$ cat src/rtl/regfile_multiport.sv
// Multiport integer register file.
// Reads are combinational on NREAD ports and there is one synchronous write port.
// Reset does not clear the storage in one cycle. It starts a sweep that
// initialises one entry per clock, and busy stays high until the sweep is done.
module regfile_multiport #(
  parameter int XLEN     = 32,
  parameter int NREGS    = 32,
  parameter int NREAD    = 2,
  parameter int ZERO_REG = 1,
  parameter int BYPASS   = 1,
  parameter int INIT_IDX = 1,
  localparam int AW      = $clog2(NREGS)
) (
  input  logic                  clk,
  input  logic                  reset,
  input  logic [NREAD*AW-1:0]   rs_addr,
  output logic [NREAD*XLEN-1:0] rs_data,
  input  logic [AW-1:0]         rd,
  input  logic [XLEN-1:0]       write_data,
  input  logic                  RegWrite,
  output logic                  busy
);

  typedef enum logic {INIT, READY} state_t;

  // One extra bit lets "address >= NREGS" work even when NREGS is a power of two.
  localparam logic [AW:0]   NREGS_W  = (AW+1)'(NREGS);
  localparam logic [AW-1:0] LAST_IDX = AW'(NREGS - 1);

  state_t          state_reg, state_next;
  logic [AW-1:0]   idx_reg, idx_next;
  logic [XLEN-1:0] entry_reg [NREGS];
  logic [XLEN-1:0] init_value;
  logic            wr_legal;

  // State and sweep index register. Reset always restarts the sweep at entry 0.
  always_ff @(posedge clk) begin
    if (reset) begin
      state_reg <= INIT;
      idx_reg   <= '0;
    end else begin
      state_reg <= state_next;
      idx_reg   <= idx_next;
    end
  end

  // Next state: step through every entry, then settle in READY.
  always_comb begin
    state_next = state_reg;
    idx_next   = idx_reg;
    case (state_reg)
      INIT: begin
        idx_next = idx_reg + 1'b1;
        if (idx_reg == LAST_IDX) begin
          state_next = READY;
        end
      end
      READY: begin
        state_next = READY;
      end
      default: begin
        state_next = INIT;
      end
    endcase
  end

  // Busy covers the reset cycle itself as well as the whole sweep.
  assign busy = (state_reg == INIT) || reset;

  // Sweep value: the entry index zero-extended to XLEN, or all zeros.
  always_comb begin
    init_value = '0;
    if (INIT_IDX != 0) begin
      init_value[AW-1:0] = idx_reg;
    end
  end

  // A write takes effect only when ready, in range, and not aimed at a hardwired zero.
  assign wr_legal = RegWrite && !busy && ({1'b0, rd} < NREGS_W) &&
                    !((ZERO_REG != 0) && (rd == '0));

  genvar gi;
  generate
    for (gi = 0; gi < NREGS; gi++) begin : g_entry
      // Each entry is loaded by the sweep or by a legal write. It keeps its value during reset.
      always_ff @(posedge clk) begin
        if (!reset) begin
          if (state_reg == INIT && idx_reg == AW'(gi)) begin
            entry_reg[gi] <= init_value;
          end else if (wr_legal && rd == AW'(gi)) begin
            entry_reg[gi] <= write_data;
          end
        end
      end
    end

    for (gi = 0; gi < NREAD; gi++) begin : g_read
      logic [AW-1:0]   addr;
      logic [XLEN-1:0] rd_val;

      assign addr = rs_addr[gi*AW +: AW];

      // Read mux: zero while busy, for the zero register, or out of range; otherwise bypass or stored value.
      always_comb begin
        rd_val = '0;
        if (busy) begin
          rd_val = '0;
        end else if ((ZERO_REG != 0) && addr == '0) begin
          rd_val = '0;
        end else if ({1'b0, addr} >= NREGS_W) begin
          rd_val = '0;
        end else if ((BYPASS != 0) && wr_legal && rd == addr) begin
          rd_val = write_data;
        end else begin
          rd_val = entry_reg[addr];
        end
      end

      assign rs_data[gi*XLEN +: XLEN] = rd_val;
    end
  endgenerate

endmodule
$ cat config.mk
export PLATFORM = sky130hd
export DESIGN_NAME = regfile_multiport
export DESIGN_NICKNAME = d
export VERILOG_FILES = /design/src/rtl/regfile_multiport.sv
export SDC_FILE = /design/constraint.sdc
export NUM_CORES = 2
export LEC_CHECK = 0
export CAP_MARGIN = 10
export CELL_PAD_IN_SITES_DETAIL_PLACEMENT = 1
export CELL_PAD_IN_SITES_GLOBAL_PLACEMENT = 1
export CORE_MARGIN = 1.5
export CORE_UTILIZATION = 40
export CTS_CLUSTER_SIZE = 10
export DETAILED_ROUTE_END_ITERATION = 10
export PLACE_DENSITY_LB_ADDON = 0.1
export RECOVER_POWER = 50
export SYNTH_ARGS = -nofsm -noshare
export SYNTH_HDL_FRONTEND = slang
export SYNTH_SLANG_ARGS = --single-unit
$ cat constraint.sdc
create_clock -name clk -period 3.97 [get_ports clk]
set_input_delay 0.5955 -clock clk [delete_from_list [all_inputs] [get_ports clk]]
set_output_delay 0.5955 -clock clk [all_outputs]
set_load 0.005 [all_outputs]
==> results.toml <==
[outcome]
status = "finished, violations left"
violations = "capacitance limit, slew limit, setup timing"

[synthesis]
synth_edf_count = 1024
synth_top_area_cell = "edfxtp_1"
yosys_warnings = 0
synth_compound_area_frac = 0.07981
synth.avg_cell_area_um2 = 14.21
synth_top_area_share = 0.5500
synth_top_family_by_area = "multiplexers"
ys.flop_type = "edfxtp_1"
postSynthCellCount = 3935
synth_mux_area_frac = 0.2186
yosys-top-cells-area = "edfxtp_1 55%, mux4_2 15%, and2_1 9.5%"
synthAdderAreaFrac = 0.001343
netlist_area_mm2 = 0.05590
synth-simple-area-share = 0.1143
synth-seq-area-share = 0.5522
synth.distinct_cells = 47
ys_seq_elements = 1030
synth_xor_area_frac = 0.002037
async_flop_share = 0

[setup_path]
end_kind = "output pin"
max_stage_delay_ns = 0.59
r2r-start = "state_reg"
crit_chain = "clkdlybuf4s50_1 -> or4_4 -> o21ai_2 -> buf_4 -> o311ai_4 -> buf_4 -> buf_12 -> a21oi_1 -> a211o_1 -> clkdlybuf4s50_1"
startpoint_type = "input port"
cp_top_family = "buffers and inverters"
rrSetupSlack_ns = 0.12
criticalPathCategory = "in -> out"
crit_required_ns = 3.37
critPathMaxFanout = 16
arrival_ns = 3.42
cpMaxStageDelayCell = "or4_4"
crit_buf_inv = 5
r2r_end = "entry_reg[29][4]"
ff2ff_path_depth = 7

[global_routing]
overflow = 0
grt_pass1_wl_um = 320400
grtUsageTotal = 0.3252
grt_pass1_vias = 40540
antenna_found_initial = 19
grt_max_degree = 57

[clock_tree]
path_clk_slew_ns = 0.05
max-clock-path-buffers = 3
cts_num_sinks = 1030
cts_buffers = 120
cts_tree = "built"
cts-hold-fix-buffers = 0
clkLatencyLatePin_ns = 0.74
htree_levels = 3
root_buffer = "clkbuf_16"

[placement]
dpl.hpwl_um = 147400
placement.io_buffers = 114
place_area_mm2 = 0.06296
gp_congestion = 0.9082

[drt]
wire_per_inst_um = 38.01
ant_nets = 0
drc = 0
dr_total_vias = 39600
via_per_inst = 6.464
dr.pass1.iters = 6
wirelength_um = 232900
drt_iter0_markers = 4741

[final_layout]
drive_gt1_frac = 0.2657
final_area_mm2 = 0.06625
largest_reg_flops = 1024
num-nets-final = 4254
nFillCells = 13420
syn_to_final_growth_pct = 18.51

[floorplanning]
core_mm2 = 0.1380
dieHeight_um = 376.8
rows = 136
initial_core_util = 0.4051
die_w_um = 376.8
die-area_mm2 = 0.1420
io_pins = 115

[power_and_ir_drop]
powerDensity_mw_per_mm2 = 365.1
combPwrFrac = 0.095
switchingPower_mw = 5.928
clkPwrFrac = 0.411
swShare = 0.2451
vdd_drop_max_v = 0.0003418
pwr-share-seq = 0.494
leakage_nw = 21.06
p_int_mw = 18.26

[sta]
finalHoldViolations = 0
period_share = 1.010
rsz0062_at_grt = "yes"
relSlewSlack = -0.3570
hold_slack_ns = 0.6421
min_period_ns = 4.011
worstMarginPinSlew_ns = 2.035
fin_skew_ns = 0.01981
fin_ws_ns = -0.04139
max_freq_mhz = 249.3
setup_violations = 3
slew_viol_final = 104

[job]
cap_viol_max_count = 5

[hold_path]
hp-start = "reset"
hold_path_class = "in -> reg"
hold_depth = 3
holdPathEnd = "idx_reg[0]"
[metrics by stage]
| stage | power, mW | cells | worst slack, ns | utilization | setup TNS [ns] |
|---|---|---|---|---|---|
| CTS | 24.28 | 6113 | -0.1684 | 0.4816 | -0.7005 |
| detailed placement | 14.42 | 5933 | -0.3935 | 0.4563 | -5.052 |
| floorplan | 13.25 | 3961 | 0.4836 | - | 0 |
| global placement | 14.41 | 5933 | -0.3244 | 0.4563 | -3.955 |
| global route | 24.71 | 6121 | -0.04526 | 0.4800 | -0.08157 |
| finish | 24.19 | 6126 | -0.04139 | 0.4801 | -0.05591 |
[cells by family after synthesis]
logic type | count (synthesis)
mux | 730
compound gates | 622
simple gates | 1093
other cells | 1
buf+inv | 440
fa+ha+maj | 6
flops | 1030
xor+xnor | 13
[metal layers]
metal,routed length [um],vias up,part of all wire,track usage
li1,-,15820,-,-
met1,92820,20980,0.40,0.4452
met2,105000,2285,0.45,0.5023
met3,22080,517,0.095,0.05848
met4,12940,2,0.056,0.1529
met5,12,-,0.000052,0
[worst max-delay path by stage]
stage                       endpoint  startpoint  cells past startpoint
floorplan           entry_reg[19][0]       reset                      6
global placement         rs_data[13]       rd[4]                      9
detailed placement       rs_data[13]       rd[4]                      9
CTS                      rs_data[43]       rd[4]                      9
global route             rs_data[43]       rd[1]                     10
finish                   rs_data[33]       rd[1]                     10
[Yosys cell counts (2+ instances only)]
cell / n
nand2b_1: 8
o21ai_0: 81
ha_1: 6
a21oi_1: 77
mux2i_1: 257
nor4_1: 2
mux2_2: 88
nor2_2: 3
o21bai_1: 5
buf_1: 19
a21o_1: 2
or2_2: 2
and2_1: 852
dfxtp_1: 6
o221ai_1: 128
a211oi_1: 52
a211oi_4: 3
xor2_1: 2
nor2b_1: 11
edfxtp_1: 1024
nor3_1: 10
clkbuf_1: 333
buf_6: 2
mux4_2: 384
nor2_1: 42
xnor2_1: 11
o311ai_1: 2
a211o_1: 64
o31ai_1: 2
buf_2: 80
nand2_1: 139
nand3_1: 6
a22oi_1: 128
inv_1: 5
nand3b_1: 12
o22ai_1: 76
[repair_timing]
action / 4_1_cts / 5_1_grt
gates cloned: 0 / 1
pin swaps: 1 / 11
resized for setup: 40 / 44
setup buffers: 0 / 5
endpoints found under the setup margin: 37 / 39
[power groups by stage]
stage	clock network, mW	logic (mW)	registers [mW]
3_3_place_gp	0	2.25	12.2
2_1_floorplan	0	1.10	12.2
5_1_grt	10.4	2.36	12.0
4_1_cts	10.1	2.27	11.9
6_report	9.94	2.30	11.9
3_5_place_dp	0	2.25	12.2
[layout by cell type, fill, tap and decap left out, drive strengths merged, types with 82 or more instances in the layout]
cell / synthesis / final
mux4: 384 / 384
o221ai: 128 / 128
a22oi: 128 / 128
clkbuf: 333 / 204
mux2: 89 / 89
o21ai: 82 / 82
clkdlybuf4s50: 0 / 96
mux2i: 257 / 257
and2: 852 / 852
nand2: 139 / 139
buf: 101 / 396
edfxtp: 1024 / 1024
[cell type report]
class,instances,area (um^2),share of cell area
multi-input combinational,2491,24220,0.3656
clock inverter,23,115.1,0.001737
tap,1863,2331,0.03518
sequential,1030,30870,0.4660
antenna,7,17.52,0.0002644
clock buffer,157,3184,0.04806
inverter,6,22.52,0.0003399
timing repair buffer,549,5489,0.08285
[worst reg2reg max path, cell delays in order (launching register included)]
cell      delay [ns]
dfxtp_2         0.40
and3b_1         0.26
clkbuf_1        0.32
nand3_1         0.13
clkbuf_2        0.27
nor2_1          0.42
clkbuf_1        1.50
o21ai_0         0.23
No activity file was read; power rests on OpenSTA's default activity.
